==> src/rtl/if_fetch_unit.sv <==
// Instruction fetch stage: assembles 32-bit words from four byte reads
// on the shared memory port and presents them to the IF/ID boundary.
module if_fetch_unit #(
  parameter logic [31:0] RESET_PC = 32'h0000_0000
) (
  input  logic        clk,
  input  logic        rst,
  input  logic        rdy,
  input  logic [4:0]  stall_cmd,
  input  logic        br_en,
  input  logic [31:0] br_target,
  input  logic        mem_gnt,
  input  logic [7:0]  mem_din,
  output logic [31:0] mem_addr,
  output logic        mem_rd_en,
  output logic        if_stall_req,
  output logic [31:0] if_pc,
  output logic [31:0] if_inst,
  output logic        if_valid
);

  typedef enum logic [1:0] {
    IDLE,
    FETCH,
    HOLD
  } state_e;

  state_e      state_q, state_d;
  logic [2:0]  cnt_q, cnt_d;
  logic [31:0] pc_q, pc_d;
  logic [31:0] buf_q, buf_d;
  logic [31:0] if_pc_q, if_pc_d;
  logic [31:0] if_inst_q, if_inst_d;
  logic        if_valid_q, if_valid_d;

  logic        start;
  logic        load;
  logic [31:0] ld_word;
  logic [31:0] word;
  logic        pc_hold;
  logic        id_hold;
  logic        unused_stall;

  assign pc_hold      = stall_cmd[0];
  assign id_hold      = stall_cmd[1];
  assign unused_stall = ^stall_cmd[4:2];

  assign if_pc    = if_pc_q;
  assign if_inst  = if_inst_q;
  assign if_valid = if_valid_q;

  always_comb begin
    start = (state_q == IDLE) && mem_gnt && !pc_hold && !br_en;
    word  = {mem_din, buf_q[23:0]};

    mem_addr  = pc_q + {29'b0, cnt_q};
    mem_rd_en = !rst && rdy && !br_en &&
                (start ||
                 ((state_q == FETCH) && (cnt_q != 3'd4)));

    if_stall_req = !rst &&
                   ((state_q == FETCH) ||
                    ((state_q == IDLE) && !mem_gnt && !br_en));
  end

  always_comb begin
    state_d = state_q;
    cnt_d   = cnt_q;
    pc_d    = pc_q;
    buf_d   = buf_q;
    load    = 1'b0;
    ld_word = buf_q;

    if (br_en) begin
      // Redirect aborts any burst; the in-flight byte is dropped.
      pc_d    = br_target;
      cnt_d   = 3'd0;
      state_d = IDLE;
    end else begin
      unique case (state_q)
        IDLE: begin
          if (start) begin
            cnt_d   = 3'd1;
            state_d = FETCH;
          end
        end
        FETCH: begin
          unique case (cnt_q)
            3'd1:    buf_d[7:0]   = mem_din;
            3'd2:    buf_d[15:8]  = mem_din;
            3'd3:    buf_d[23:16] = mem_din;
            3'd4:    buf_d[31:24] = mem_din;
            default: buf_d        = buf_q;
          endcase
          if (cnt_q == 3'd4) begin
            if (!id_hold) begin
              load    = 1'b1;
              ld_word = word;
              pc_d    = pc_q + 32'd4;
              cnt_d   = 3'd0;
              state_d = IDLE;
            end else begin
              state_d = HOLD;
            end
          end else begin
            cnt_d = cnt_q + 3'd1;
          end
        end
        HOLD: begin
          if (!id_hold) begin
            load    = 1'b1;
            ld_word = buf_q;
            pc_d    = pc_q + 32'd4;
            cnt_d   = 3'd0;
            state_d = IDLE;
          end
        end
        default: begin
          cnt_d   = 3'd0;
          state_d = IDLE;
        end
      endcase
    end
  end

  always_comb begin
    if_pc_d    = if_pc_q;
    if_inst_d  = if_inst_q;
    if_valid_d = if_valid_q;

    if (br_en) begin
      if_valid_d = 1'b0;
    end else if (load) begin
      if_pc_d    = pc_q;
      if_inst_d  = ld_word;
      if_valid_d = 1'b1;
    end else if (!id_hold) begin
      if_valid_d = 1'b0;
    end
  end

  always_ff @(posedge clk) begin
    if (rst) begin
      state_q    <= IDLE;
      cnt_q      <= 3'd0;
      pc_q       <= RESET_PC;
      buf_q      <= 32'd0;
      if_pc_q    <= 32'd0;
      if_inst_q  <= 32'd0;
      if_valid_q <= 1'b0;
    end else if (rdy) begin
      state_q    <= state_d;
      cnt_q      <= cnt_d;
      pc_q       <= pc_d;
      buf_q      <= buf_d;
      if_pc_q    <= if_pc_d;
      if_inst_q  <= if_inst_d;
      if_valid_q <= if_valid_d;
    end
  end

endmodule

==> config.mk <==
export PLATFORM = sky130hd
export DESIGN_NAME = if_fetch_unit
export DESIGN_NICKNAME = d
export VERILOG_FILES = /design/src/rtl/if_fetch_unit.sv
export SDC_FILE = /design/constraint.sdc
export NUM_CORES = 1
export LEC_CHECK = 0
export CAP_MARGIN = 20
export CORE_MARGIN = 4
export CORE_UTILIZATION = 46
export CTS_CLUSTER_SIZE = 25
export DETAILED_ROUTE_END_ITERATION = 16
export GPL_ROUTABILITY_DRIVEN = 0
export HOLD_SLACK_MARGIN = 0.03
export PLACE_DENSITY = 0.77
export SLEW_MARGIN = 40
export SYNTH_ARGS = -nofsm -noshare
export SYNTH_HDL_FRONTEND = slang
export SYNTH_SLANG_ARGS = --single-unit
==> constraint.sdc <==
create_clock -name clk -period 2.3 [get_ports clk]
set_clock_uncertainty 0.05 [all_clocks]
set_input_delay 0.345 -clock clk [delete_from_list [all_inputs] [get_ports clk]]
set_output_delay 0.345 -clock clk [all_outputs]
set_load 0.03 [all_outputs]
==> summary.md, run 1 <==
| Metric | Value |
|---|---|
| Multi-input gate area in the final layout | 0.00433 mm² |
| Initial antenna violation count | 0 |
| Worst setup margin | -382 ps |
| Vias in the first global route | slightly below 7000 |
| GR Overflow Total | 0 |
| Reg-to-reg endpoint | pc_q[16]$_SDFFE_PP0P_ |
| Chip height | 127 µm |
| Tightest Hold Check Type | input port to flip-flop |
| Crit path from | pc_q[14]$_SDFFE_PP0P_ |
| Clock root buffer | clkbuf_16 |
| DP Wirelength | 14.2 mm |
| Synth cell types | 55 |
| Worst-path cell chain | nand2_1 > or2_4 > buf_6 > nor4_4 > buf_6 > and3_4 > xor2_2 > buf_6 |
| Post-synth top area cell | dfxtp_1 |
| Slew Limit Headroom | 57.4% |
| Post-synth top area share | 41.0% |
| Number of buffers created by CTS | 17 |
| Die area | 0.0162 mm² |
| Crit path required time | 1900 ps |
| FMAX | 0.373 GHz |
| Max VDD drop | roughly 0.56 mV |
| TritonCTS clock tree | done |
| Final Hold Fails | 0 |
| Clock Sinks | 134 |
| Slowest-stage cell, CP | dfxtp_1 |
| Hold WS | 292 ps |
| Buffers on Ports | ~150 |
| Post-route cell area | 0.0105 mm² |
| Tot GR Track Use | between 20% and 30% |
| Leakage | around 4 nW |
| Critical Path Start Type | flip-flop |
| R2r startpoint | cnt_q[1]$_SDFFE_PP0P_ |
| Power density cells | 548 mW/mm² |
| Most frequent cell after synthesis | nand2_1 |
| Slowest cell delay on critical path | approximately 350 ps |
| FF/Latch Area | 0.00271 mm² |
| Synth-to-Final Area Change | 61.2% |
| Worst Setup EP | mem_addr[17] |
| FF+latch count, synth | 134 |
| WS Path Type | flip-flop to primary output |
| Hold_buf cts | 0 |
| Post-synth EDFFs | 0 |
| H-tree depth | 4 |
| Worst-path clk slew | 60 ps |
| End-of-flow core utilization | approximately 76% |
| Top_reg_cell synth | dfxtp_1 |
| Max Cap Viol | 0 |
| Ys async rst share | 0% |
| RSZ-0062 raised after global routing | true |
| Via count | 7429 |
| Critical path capture point type | primary output |
| Crit path time final | 2680 ps |
| Status | finished, violations left |
| Largest net degree at the start of global routing | 138 |
| Share of cells above drive strength 1 | between 30% and 40% |
| Cell Area, Placed | 0.00894 mm² |
| CP arrival | 2290 ps |
| Mapped Area | approximately 0.0065 mm² |
| Slew at the pin closest to its max-slew limit | 639 ps |
| Final setup violation count | 59 |
| Final Max Tran Viols | 0 |
| Failing checks | setup timing |
| Reg2Reg Depth | 14 |
| Detailed Routing Iterations Pass 1 | 8 |
| Most frequent CP cell | buf_6 |
| Final wirelength | roughly 24 mm |
| Sequential area share after synthesis | ~41% |
| DRC Markers | 0 |
| Fillers | ~900 |
| Avg Cell Area, Syn | between 7 and 8 µm² |
| Ports | 149 |
| Post-synthesis cell count | 856 |
| Insertion delay to the later sink of the worst-skew pair | 440 ps |
| Top cells by area, synth | dfxtp_1 41%, nand2_1 11%, a21oi_1 8.5% |
| Syn. warnings | 0 |
| Tcrit/Tclk final | 117% |
| Antenna Diode Count | 0 |
| Final antenna-violating net count | 0 |
| Post-synth net total | 920 |
| Bufs on Longest Clock Path | 2 |
| Routed len/inst | 18.8 µm |
| Via/cell ratio | 5.87 |
| Row cnt | 43 |
| R2R setup slack | -300 ps |
| TNS Setup | -12670 ps |
| Starting DRT DRC Count | ~860 |
| CP max FO | 4 |
| Fin nets | 1136 |
| Synth top cells by count | 190 x nand2_1, 134 x dfxtp_1, 111 x a21oi_1 |
| First-pass GRT wire length | 34.5 mm |
| Die Wd | 127 µm |
| Starting Density | 47.1% |
| Core footprint | 0.0139 mm² |
==> layout by cell type (no fill, tap or decap), types with 10 or more instances in the layout <==
master and n:
a21oi_1 100, buf_4 100, clkbuf_16 19, nor3_2 10, mux2i_1 22, nand3_1 34
a21oi_2 10, dfxtp_2 12, xnor2_2 10, inv_1 13, dfxtp_1 120, buf_6 42
nand2_1 183, buf_12 12, nor2_1 52, clkdlybuf4s50_1 110
==> how the worst min path moves through the flow <==
stage | slack, ps | depth (start not counted) | from | endpoint
3_3_place_gp | 390 | 2 | buf_q[2]$_SDFFE_PP0P_ | if_inst[2]$_SDFFE_PP0P_
3_5_place_dp | 390 | 2 | buf_q[9]$_SDFFE_PP0P_ | if_inst[9]$_SDFFE_PP0P_
6_report | 290 | 4 | br_en | state_q[0]$_SDFFE_PP0P_
4_1_cts | 300 | 4 | br_en | state_q[0]$_SDFFE_PP0P_
5_1_grt | 310 | 4 | br_en | state_q[0]$_SDFFE_PP0P_
2_1_floorplan | 380 | 2 | buf_q[0]$_SDFFE_PP0P_ | if_inst[0]$_SDFFE_PP0P_
==> worst max-delay path, delay by kind of cell (launching register included) <==
family | cells | cell delay (ps)
AND/OR/NAND/NOR | 4 | 870
buffers and inverters | 3 | 460
flip-flops | 1 | 350
XOR/XNOR | 1 | 160
==> stage by stage <==
stage | worst slack, ps | std cells | power [mW]
after floorplan | -41.5 | 856 | 2.76
after global placement | -129 | 1197 | 3.06
after detailed placement | -166 | 1197 | 3.06
after CTS | -353 | 1238 | 5.66
after global routing | -437 | 1265 | 5.92
final | -382 | 1265 | 5.78
==> routing by layer <==
| layer | vias to the layer above | wire length, µm | GRT usage (%) |
|---|---|---|---|
| met5 | - | 0 | 0 |
| met4 | 0 | 930 | 9.65 |
| met3 | 103 | 2010 | 6.35 |
| met2 | 404 | 11400 | 43.4 |
| met1 | 3537 | 9420 | 33.5 |
| li1 | 3385 | - | - |
==> flip-flops by register name (all words and copies together), names as in the netlist <==
| register | flops |
|---|---|
| if_valid | 1 |
| pc_q | 32 |
| state_q | 2 |
| buf_q | 32 |
| if_inst | 32 |
| if_pc | 32 |
| cnt_q | 3 |
==> report_power, final <==
| group | switching (mW) | internal (mW) | total (mW) |
|---|---|---|---|
| sequential | 0.0399 | 2.35 | 2.39 |
| clock | 1.17 | 1.43 | 2.60 |
| combinational | 0.418 | 0.366 | 0.784 |
| total | 1.63 | 4.15 | 5.78 |
==> cell families after synthesis <==
family	count (synthesis)	share of synthesized area, %
DFF	134	41.0
xor gates and xnor gates	30	4.02
AOI/OAI and AO/OA	195	17.8
muxes	22	3.37
adders and majority gates	14	2.79
and+or+nand+nor	371	25.6
buffers and inverters	90	5.41
==> cell type report <==
class	count	share of cell area [%]
inverter	15	0.557
multi-input combinational	632	41.1
tap	180	2.13
clock inverter	14	1.13
sequential	134	25.6
clock buffer	18	4.16
timing repair buffer	272	25.3
==> what timing repair did <==
item | 4_1_cts | 5_1_grt
gates cloned | 0 | 6
pin swaps | 25 | 42
buffers inserted | 9 | 24
endpoints found under the setup margin | 32 | 84
gates resized for setup | 85 | 106
No activity file was read; power rests on OpenSTA's default activity.
==> run 2, diff against run 1 <==
ABC_AREA = 1   (was default)
==> summary.md, run 2 <==
| Metric | Value |
|---|---|
| Top_reg_cell synth | dfxtp_1 |
| Max Cap Viol | 0 |
| Synth top cells by count | 175 x nand2_1, 134 x dfxtp_1, 131 x a21oi_1 |
| FF+latch count, synth | about 130 |
| Leakage | between 3 and 4 nW |
| Share of cells above drive strength 1 | about a fifth |
| Insertion delay to the later sink of the worst-skew pair | 430 ps |
| Crit path required time | 1900 ps |
| Hold_buf cts | 0 |
| Via count | 7101 |
| Fin nets | 1215 |
| Clock Sinks | 134 |
| Final setup violation count | 28 |
| Syn. warnings | 0 |
| Slew at the pin closest to its max-slew limit | 529 ps |
| Most frequent cells in the layout | 160 x nand2_1, 131 x a21oi_1, 121 x inv_1 |
| Crit path time final | 2630 ps |
| Top cells by area, synth | dfxtp_1 40%, nand2_1 9.7%, a21oi_1 9.7% |
| Final Max Tran Viols | 0 |
| Tightest Hold Check Type | flip-flop to flip-flop |
| CP max FO | 3 |
| Via/cell ratio | 5.28 |
| Sequential area share after synthesis | 39.6% |
| Chip height | around 130 µm |
| Bufs on Longest Clock Path | 2 |
| Ports | 149 |
| Post-synth EDFFs | 0 |
| Number of buffers created by CTS | 17 |
| Pre-CTS setup slack | -61.7 ps |
| Failing checks | setup timing |
| Clock root buffer | clkbuf_16 |
| TritonCTS clock tree | done |
| Post-synth net total | approximately 1000 |
| Tot GR Track Use | between 20% and 30% |
| Antenna Diode Count | 0 |
| Vias in the first global route | around 6700 |
| Mapped Area | between 0.006 and 0.007 mm² |
| Power density cells | 590 mW/mm² |
| Status | finished, violations left |
| GR Overflow Total | 0 |
| Buffers on Ports | 145 |
| Die Wd | 129 µm |
| Total power | 5.91 mW |
| WS Path Type | flip-flop to primary output |
| Largest net degree at the start of global routing | 71 |
| Routed len/inst | about 15 µm |
| Starting DRT DRC Count | 630 |
| Tcrit/Tclk final | 115% |
| Final wirelength | 20.8 mm |
| R2r startpoint | cnt_q[0]$_SDFFE_PP0P_ |
| Commonest non-fill, non-tap cell in the layout | nand2_1 |
| Die area | 0.0167 mm² |
| Max VDD drop | roughly 0.48 mV |
| Final antenna-violating net count | 0 |
| RSZ-0062 raised after global routing | true |
| Synth cell types | 38 |
| Ys async rst share | 0% |
| Synth-to-Final Area Change | 47.8% |
| End-of-flow core utilization | 69.2% |
| Row cnt | 44 |
| Most frequent cell after synthesis | nand2_1 |
| Core footprint | 0.0145 mm² |
| H-tree depth | 4 |
| Critical path capture point type | primary output |
| FMAX | 0.380 GHz |
| Fillers | 1124 |
| Cell Area, Placed | 0.00877 mm² |
| Starting Density | between 40 and 50% |
| Final Hold Fails | 0 |
| First-pass GRT wire length | 32.7 mm |
| Detailed Routing Iterations Pass 1 | 5 |
| DRC Markers | 0 |
| Post-synth top area share | 39.6% |
| Post-route cell area | 0.0100 mm² |
| Post-synthesis cell count | 979 |
| DP Wirelength | 14.2 mm |
| Worst-path clk slew | 60 ps |
| Hold Crit Start | if_inst[19]$_SDFFE_PP0P_ |
| Post-synth top area cell | dfxtp_1 |
| Critical Path Start Type | flip-flop |
| Slew Limit Headroom | 64.7% |
| CP arrival | 2240 ps |
| Crit path from | cnt_q[0]$_SDFFE_PP0P_ |
| Initial antenna violation count | 0 |
| Worst setup margin | -335 ps |
| Avg Cell Area, Syn | 6.93 µm² |
run 2: changes by cell type after synthesis, sizes merged, moves of 21 or more:
cell,delta
a21oi,+21
nor2,+51
o21ai,+113
clkbuf,-30
mux2i,-22
inv,+110
run 2: stage by stage:
step           hold WS [ps]  setup TNS [ps]  cells
2_1_floorplan           423           -3.17    979
5_1_grt                 412           -8670   1346
3_3_place_gp            379           -5.94   1306
6_report                388           -6210   1346
4_1_cts                 392           -5110   1340
3_5_place_dp            384            -119   1306
run 2: routing by layer:
metal | track usage (%) | vias to the layer above | routed length [µm]
li1 | - | 3464 | -
met1 | 30.0 | 3224 | 8310
met2 | 41.7 | 343 | 10100
met3 | 5.77 | 70 | 1610
met4 | 10.1 | 0 | 821
met5 | 0 | - | 0
run 2: kinds of logic (layout without fill, tap and decap cells):
kind of cell | count (synthesis) | in the layout | share of synthesized area (%)
AO/OA/AOI/OAI | 274 | 274 | 20.6
XOR/XNOR | 31 | 31 | 4.00
adder cells (fa/ha/maj) | 14 | 14 | 2.69
buffers and inverters | 178 | 361 | 10.6
flip-flops | 134 | 134 | 39.6
AND/OR/NAND/NOR | 348 | 348 | 22.5
run 2: area by class of cell:
cell class / count / area [µm²] / area share (%)
well taps: 184 / 230 / 2.30
multi-input cells: 667 / 3890 / 38.8
inverters: 125 / 469 / 4.68
repair buffers: 206 / 2160 / 21.5
clock buffers: 17 / 425 / 4.24
flip-flops and latches: 134 / 2710 / 27.0
clock inverters: 13 / 148 / 1.47
run 2: final timing paths:
check | slack, ps | to | cells after the start
worst max-delay path | -330 | mem_addr[26] | 12
worst min-delay path | 390 | if_inst[19]$_SDFFE_PP0P_ | 2
worst max register to register | 220 | pc_q[9]$_SDFFE_PP0P_ | 11
worst min register to register | 390 | if_inst[19]$_SDFFE_PP0P_ | 2
run 2: repair_timing:
action,CTS,global route
buffers inserted,7,9
pin swaps,20,15
setup endpoints to repair,30,29
resized for setup,91,37
run 2: power breakdown:
part | switching [mW] | total (mW) | internal (mW)
sequential | 0.0654 | 2.44 | 2.37
clock | 1.07 | 2.67 | 1.60
combinational | 0.457 | 0.803 | 0.346
run 2: critical path, stage by stage, from the launching register on:
cell and delay, ps:
dfxtp_2 360, ha_4 140, fa_2 190, nand2_1 50
nand2_1 70, nand2_2 120, buf_6 150, nor2_4 110
nand2_4 80, nor2_4 140, nand2_2 70, xor2_2 180
buf_12 150
==> run 3, diff against run 2 <==
REMOVE_ABC_BUFFERS = 1   (was default)
==> summary.md, run 3 (synthesized netlist as in run 2, its figures left out) <==
| Metric | Value |
|---|---|
| Failing checks | setup timing |
| Most frequent CP cell | buf_6 |
| Leakage | roughly 3.7 nW |
| Clock Sinks | 134 |
| Tightest Hold Check Type | flip-flop to flip-flop |
| Slowest cell delay on critical path | ~340 ps |
| Initial antenna violation count | 0 |
| Hold WS | ~400 ps |
| Final setup violation count | 27 |
| Critical Path Start Type | flip-flop |
| Critical path capture point type | primary output |
| Final Max Tran Viols | 0 |
| Synth-to-Final Area Change | 43.2% |
| Number of buffers created by CTS | 17 |
| Starting Density | 46.8% |
| Via/cell ratio | 5.09 |
| Most frequent cells in the layout | 165 x nand2_1, 131 x a21oi_1, 120 x inv_1 |
| Worst setup margin | -311 ps |
| Fillers | 1200 |
| Starting DRT DRC Count | 614 |
| Slew at the pin closest to its max-slew limit | 484 ps |
| Share of cells above drive strength 1 | between 10% and 20% |
| Fin nets | 1203 |
| WS Path Type | flip-flop to primary output |
| Post-route cell area | 0.00971 mm² |
| Max Cap Viol | 0 |
| Core footprint | between 0.01 and 0.015 mm² |
| Kind of cell adding the most delay to the critical path | buffers and inverters |
| Slew Limit Headroom | 67.7% |
| Final wirelength | 19.4 mm |
| DP Wirelength | 12.8 mm |
| Detailed Routing Iterations Pass 1 | 8 |
| Largest net degree at the start of global routing | 105 |
| Antenna Diode Count | 0 |
| GR Overflow Total | 0 |
| Worst-path cell chain | ha_4 > fa_2 > nand2_1 > nand2_1 > nand2_2 > buf_6 > nor2_4 > buf_4 > buf_6 > xor2_2 > buf_6 |
| Tcrit/Tclk final | 114% |
| R2R setup slack | 250 ps |
| WP buf/inv | 4 |
| Die Wd | around 130 µm |
| Die area | between 0.015 and 0.02 mm² |
| Crit path required time | 1900 ps |
| RSZ-0062 raised after global routing | true |
| FMAX | ~0.38 GHz |
| Routed len/inst | around 15 µm |
| Worst-path clk slew | 60 ps |
| H-tree depth | 4 |
| Final Hold Fails | 0 |
| Slowest-stage cell, CP | fa_2 |
| Status | finished, violations left |
| Via count | 6795 |
| Cell Area, Placed | around 0.0086 mm² |
| Final antenna-violating net count | 0 |
| Chip height | 129 µm |
| Commonest non-fill, non-tap cell in the layout | nand2_1 |
| CP arrival | 2220 ps |
| Hold_buf cts | 0 |
| Power density cells | between 600 and 700 mW/mm² |
| Tot GR Track Use | 22.4% |
| CP max FO | 3 |
| Bufs on Longest Clock Path | 2 |
| Crit path time final | 2610 ps |
| Vias in the first global route | 6258 |
| Insertion delay to the later sink of the worst-skew pair | 410 ps |
| Buffers on Ports | 145 |
| DRC Markers | 0 |
| Row cnt | 44 |
| TritonCTS clock tree | done |
| Clock root buffer | clkbuf_16 |
| Max VDD drop | 0.620 mV |
| Ports | 149 |
| First-pass GRT wire length | 30.4 mm |
[run 3: worst paths after layout]
path | from | cells past startpoint | endpoint
setup reg to reg | pc_q[2]$_SDFFE_PP0P_ | 11 | pc_q[28]$_SDFFE_PP0P_
hold / removal | if_inst[6]$_SDFFE_PP0P_ | 2 | if_inst[6]$_SDFFE_PP0P_
setup / recovery | cnt_q[0]$_SDFFE_PP0P_ | 11 | mem_addr[12]
hold reg to reg | if_inst[6]$_SDFFE_PP0P_ | 2 | if_inst[6]$_SDFFE_PP0P_
[run 3: routing by layer]
layer  GRT usage (%)  up-vias  share of wire [%]
met4            6.72        0                1.5
met2            36.1      268                 47
met5               0        -                  0
met1            29.7     3042                 44
met3            5.69       29                7.5
li1                -     3456                  -
[run 3: final cells by class]
type	instances	area [µm²]	share of cell area (%)
inverters	125	469	4.83
flip-flops and latches	134	2710	27.9
repair buffers	194	1960	20.2
multi-input cells	667	3760	38.7
well taps	184	230	2.37
clock buffers	20	467	4.81
clock inverters	12	119	1.22
[run 3: worst reg2reg max path, stage by stage (launching register included)]
cell     delay, ps
dfxtp_2        350
buf_4          130
ha_1           310
nand3_1        140
nor2_1         370
nand2_1        120
inv_1          140
nand2_1         80
nand2_1         70
nand3_1         60
nand2_1         70
a21oi_1         50
[run 3: repair_timing]
item / CTS / global route
endpoints found under the setup margin: 29 / 29
buffers inserted: 4 / 9
gates resized for setup: 42 / 66
pin swaps: 11 / 17
[run 3: where the power goes]
| part | internal [mW] | switching, mW |
|---|---|---|
| Clock | 1.59 | 1.09 |
| Sequential | 2.37 | 0.0661 |
| Combinational | 0.312 | 0.424 |
| Total | 4.28 | 1.58 |
[run 3: through the flow]
| stage | setup TNS [ps] | setup slack, ps | power, mW | utilization [%] | std cells |
|---|---|---|---|---|---|
| final | -4880 | -311 | 5.85 | 67.0 | 1336 |
| after floorplan | -126670 | -1980 | 2.84 | - | 926 |
| after global routing | -7340 | -425 | 6.08 | 67.0 | 1336 |
| after global placement | 0 | 12.6 | 3.16 | 59.1 | 1291 |
| after CTS | -3700 | -255 | 5.85 | 64.6 | 1327 |
| after detailed placement | -2.72 | -2.72 | 3.17 | 59.1 | 1291 |
==> variant 1 (settings of run 3) <==
Add an input register stage for `br_target`; this delays it by one clock. The other inputs are not delayed to match.
--- a/src/rtl/if_fetch_unit.sv
+++ b/src/rtl/if_fetch_unit.sv
@@ -25,4 +25,10 @@
     HOLD
   } state_e;
+
+  logic [31:0] br_target_q;
+
+  always_ff @(posedge clk) begin
+    br_target_q <= br_target;
+  end
 
   state_e      state_q, state_d;
@@ -74,5 +80,5 @@
     if (br_en) begin
       // Redirect aborts any burst; the in-flight byte is dropped.
-      pc_d    = br_target;
+      pc_d    = br_target_q;
       cnt_d   = 3'd0;
       state_d = IDLE;
Formal check against the unedited RTL: not equivalent (Yosys sat finds a counterexample within 4 cycles, from zero or initial values and one cycle with rst high).
==> variant 1 against run 3 <==
The run still ends with negative setup slack left; routed wire length rose by 7.9%; via count is 5.7% higher; cell area grew 8.8%; count of clock-buffer cells in the layout unchanged; total power up 9.2%; sequential cell count increased by 32; non-clock buffer count grew 16; synthesized cell count is 1.3% higher; synthesized area rose by 7.2%; combinational power decreased by 14%; first-iteration DRC count down 25%; setup slack lost 120 ps; clock power grew 3%; hold slack got worse by 92 ps.
==> variant 1: results (changes against run 3) <==
| Metric | Value |
|---|---|
| Outcome | finished with violations |
| Failing checks | negative setup slack |
| Crit-path max cell delay | 360 ps (+20 ps) |
| Slew Limit Headroom | 70.3% (+2.6 points) |
| Worst hold path type | input pin to flop |
| Reg2reg setup slack | 210 ps (-40 ps) |
| Drt first pass iters | 5 (-3) |
| Comb pwr share | 9.9% (-2.7 points) |
| Final setup viols | 28 (+3.7%) |
| Largest delay share family, worst path | simple AND/OR/NAND/NOR gates |
| Placed cell area | 0.00927 mm² (+8.4%) |
| Met3 wire length | 1.49 mm (+2.1%) |
| Synthesized area per cell | 7.33 µm² (+5.8%) |
| Non-Filler Instances | 1397 (+4.6%) |
| Metal-1 WL | 8.84 mm (+4.6%) |
| Most instantiated cells after synthesis | 185 x nand2_1, 169 x nor2_1, 166 x dfxtp_1 |
| Switching power total | 1.60 mW (+1.9%) |
| Hold path start | br_target[5] |
| Initial DRC count | 459 (-25%) |
| Pin count of the biggest net entering global routing | 44 (-58%) |
| First-pass GRT wire length | 33.9 mm (+12%) |
| R2r startpoint | cnt_q[1] |
| Metal2 WL | 10.2 mm (+10%) |
| Placed cell count | 1345 (+4.2%) |
| WHS Endpoint | br_target_q[5] |
| Detail Placement HPWL | 14.2 mm (+11%) |
| Critical Path AT | 2330 ps (+110 ps) |
| Reg2Reg Capture Point | pc_q[10] |
| Critical-path top delay cell | dfxtp_2 |
| GRT Total Usage | 23.3% (+0.90 points) |
| GR Util met2 | 38.5% (+2.4 points) |
| Clock-net power | 2.76 mW (+3%) |
| Worst vdd ir | 0.511 mV (-18%) |
| Vias in the first global route | 6796 (+8.6%) |
| Share of layout cells above drive strength 1 | 19.8% (+1.2 points) |
| Setup TNS | -5930 ps (-1040 ps) |
| Clk pwr share | 43.3% (-2.4 points) |
| Setup WS post-layout | -429 ps (-118 ps) |
| Synth unique cells | 35 (-7.9%) |
| Wire per inst | 15.0 µm (+3.2%) |
| Dpl ws | -17.6 ps (-14.8 ps) |
| Hold path depth | 1 (-1) |
==> variant 1: cell count changes after synthesis, moves of 5 or more <==
cell      before  now
a211oi_1       1    9
a21oi_1      131   89
buf_2         13   19
dfxtp_1      134  166
inv_1        123   61
nand2_1      175  185
nor2_1        95  169
o21ai_0      117  122
o21ai_1       14    2
==> variant 1: kinds of logic after synthesis <==
kind of cell	Yosys count	share of synthesized area [%]
AO/OA/AOI/OAI	231	16.7
buffers and inverters	115	6.52
adder cells (fa/ha/maj)	14	2.51
XOR/XNOR	30	3.61
flip-flops	166	45.7
AND/OR/NAND/NOR	436	25.0
==> variant 1: timing repair <==
action / 4_1_cts / 5_1_grt
setup endpoints to repair: 32 / 32
endpoints found under the hold margin: 0 / 0
gates resized for setup: 77 / 47
cloned: 0 / 0
buffers inserted: 12 / 11
pin swaps: 20 / 28
==> variant 1: worst reg2reg max path: stages (launching register included) <==
cell and delay, ps:
dfxtp_4 360, buf_4 150, inv_1 80, ha_2 200, nand2_1 60, nand2_1 130, nor2_1 90, nor3_2 170
buf_4 340, a21oi_1 150, nor2_1 150, nor2_1 50
==> variant 1: layout make-up <==
| type | instances | share of cell area (%) |
|---|---|---|
| well taps | 211 | 2.50 |
| repair buffers | 210 | 20.6 |
| multi-input cells | 711 | 37.3 |
| clock inverters | 12 | 1.10 |
| inverters | 67 | 2.38 |
| flip-flops and latches | 166 | 31.7 |
| clock buffers | 20 | 4.32 |
==> variant 1: how the worst max path moves through the flow <==
stage / from / endpoint / cells after the start
after floorplan: state_q[1] / pc_q[8] / 8
after global routing: cnt_q[0] / mem_addr[16] / 11
after CTS: pc_q[0] / mem_addr[20] / 11
after global placement: cnt_q[0] / mem_addr[20] / 11
after detailed placement: cnt_q[0] / mem_addr[24] / 11
final: cnt_q[0] / mem_addr[16] / 11
==> variant 2 (flow settings as in run 3) <==
Without the edit above. Re-encode `state_e` (3 states) as one-hot, 3 bits wide.
--- a/src/rtl/if_fetch_unit.sv
+++ b/src/rtl/if_fetch_unit.sv
@@ -20,8 +20,8 @@
 );
 
-  typedef enum logic [1:0] {
-    IDLE,
-    FETCH,
-    HOLD
+  typedef enum logic [2:0] {
+    IDLE  = 3'b001,
+    FETCH = 3'b010,
+    HOLD  = 3'b100
   } state_e;
 
Check against the original RTL: no difference found for any inputs over 4 cycles, from zero or initial values and one cycle with rst high; so few cycles prove little.
==> variant 2 against run 3 <==
The run still ends with negative setup slack left; setup slack improved by 7.1 ps; routed wire length rose by 11%; via count rose by 5.9%; cell area did not move; sequential share of layout area rose by 0.17 points; total power rose by 2.8%; critical path type unchanged; sequential cell count rose by 1; combinational power fell by 19%; critical endpoint is now mem_addr[30]; maximum frequency rose by 0.27%; synthesized area fell by 2.1%; largest power group unchanged; hold slack improved by 3.6 ps.
==> variant 2: results (changes against run 3) <==
| Metric | Value |
|---|---|
| Outcome | finished with violations |
| Failing checks | negative setup slack |
| Critical Path AT | 2210 ps |
| Pleak | 4.05 nW (+8.6%) |
| Pin count of the biggest net entering global routing | 88 (-16%) |
| Buffers on Ports | 145 (unchanged) |
| Placed cell area | 0.00841 mm² (-1.7%) |
| Synth unique cells | 33 (-13%) |
| Placed cell count | 1294 (+0.23%) |
| Worst-Skew Late Latency | 420 ps |
| Vias in the first global route | 6829 (+9.1%) |
| Worst hold path type | flop to flop |
| Most instantiated cells after synthesis | 201 x nand2_1, 171 x nor2_1, 135 x dfxtp_1 |
| GRT Total Usage | 25.4% (+3.1 points) |
| Synth top area cells | dfxtp_1 41%, nand2_1 11%, nor2_1 9.7% |
| Initial antenna violation count | 1 (+1) |
| Worst-margin pin slew | 498 ps (+14.0 ps) |
| Yosys warnings | 0 (unchanged) |
| Ant diodes | 0 (unchanged) |
| Final setup viols | 26 (-3.7%) |
| Setup WS post-layout | -304 ps (+7.10 ps) |
| H-tree depth | 4 (unchanged) |
| CTS root buf | clkbuf_16 |
| Worst vdd ir | 0.509 mV (-18%) |
| Initial DRC count | 561 (-8.6%) |
| Filler cells | 1078 (-10%) |
| Wire per inst | 16.0 µm (+10%) |
| CP startpoint | pc_q[0] |
| Max Root-Sink Buffers | 2 (unchanged) |
| Num CTS Buffers | 17 (unchanged) |
| Detail Placement HPWL | 13.9 mm (+8.7%) |
| R2r startpoint | pc_q[3] |
| CTS clk-pin slew, worst paths | 60 ps (about the same) |
| Drt first pass iters | 5 (-3) |
| Share of layout cells above drive strength 1 | 17.3% (-1.2 points) |
| First-pass GRT wire length | 33.4 mm (+9.8%) |
| Post-layout nets | 1214 (+0.91%) |
| Synth async-reset ratio | 0% (unchanged) |
| Worst-path fanout max | 4 (+1) |
| P_int | 4.60 mW (+7.5%) |
| Synthesized area per cell | 6.77 µm² (-2.3%) |
| Sequential element share of the synthesized area | 40.7% (+1.1 points) |
| Via count | 7196 (+5.9%) |
| Vias per cell | 5.35 (+5.2%) |
| Hold path start | buf_q[25] |
variant 2: cell count changes after synthesis, moves of 7 or more:
cell      delta
buf_2        +8
o21ai_1     +10
nand2_2      -7
a21oi_1     -38
nor2_1      +76
inv_1       -46
nand2_1     +26
clkbuf_1     -7
variant 2: cell families after synthesis:
kind of cell    after synthesis  share of synthesized area, %
xor+xnor                     30                          3.96
fa+ha+maj                    10                          2.00
buf+inv                     129                          8.06
compound gates              240                          18.6
simple gates                437                          26.7
flops                       135                          40.7
variant 2: worst max-delay path: stages, from the launching register on:
cell and delay, ps:
dfxtp_2 350, ha_4 150, fa_2 220, nand2_2 80, a21boi_4 220, nand2_4 120, buf_6 140, nor2_4 110
nand2_2 60, xor2_1 150, buf_4 180
variant 2: routing by layer:
| layer | global-route usage, % | share of wire [%] | vias to the layer above |
|---|---|---|---|
| li1 | - | - | 3505 |
| met1 | 30.6 | 39 | 3245 |
| met2 | 40.0 | 46 | 352 |
| met3 | 9.29 | 9.7 | 92 |
| met4 | 12.6 | 4.8 | 2 |
| met5 | 0 | 0.060 | - |
variant 2: cell type report:
class | instances | area share [%]
multi-input combinational | 717 | 39.2
sequential | 135 | 28.0
timing repair buffer | 200 | 20.6
clock buffer | 21 | 4.74
inverter | 83 | 3.26
tap | 180 | 2.32
clock inverter | 9 | 1.79
variant 2: worst paths after layout:
check / endpoint / slack [ps] / cells after the start
worst min register to register: buf_q[25] / 390 / 2
worst max-delay path: mem_addr[30] / -300 / 10
worst min-delay path: buf_q[25] / 390 / 2
worst max register to register: pc_q[18] / 330 / 9
variant 2: timing repair:
action / in CTS / in global routing
setup endpoints to repair: 30 / 31
pin swaps: 23 / 22
gates resized for setup: 70 / 54
buffers inserted: 13 / 9
variant 2: through the flow:
stage          worst slack, ps  hold WS (ps)  setup TNS [ps]  utilization [%]
4_1_cts                   -295           394           -3800             67.2
3_5_place_dp             -3.07           386           -3.07             60.1
2_1_floorplan             -597           364          -28120                -
6_report                  -304           394           -4290             69.4
5_1_grt                   -370           408           -6440             69.4
3_3_place_gp              29.2           381               0             60.1
variant 2: power groups by stage:
stage               clock (mW)  sequential (mW)  combinational [mW]
global route              3.13             2.43               0.643
floorplan                    0             2.47               0.278
global placement             0             2.47               0.548
detailed placement           0             2.47               0.553
finish                    2.99             2.43               0.595
CTS                       3.01             2.42               0.569
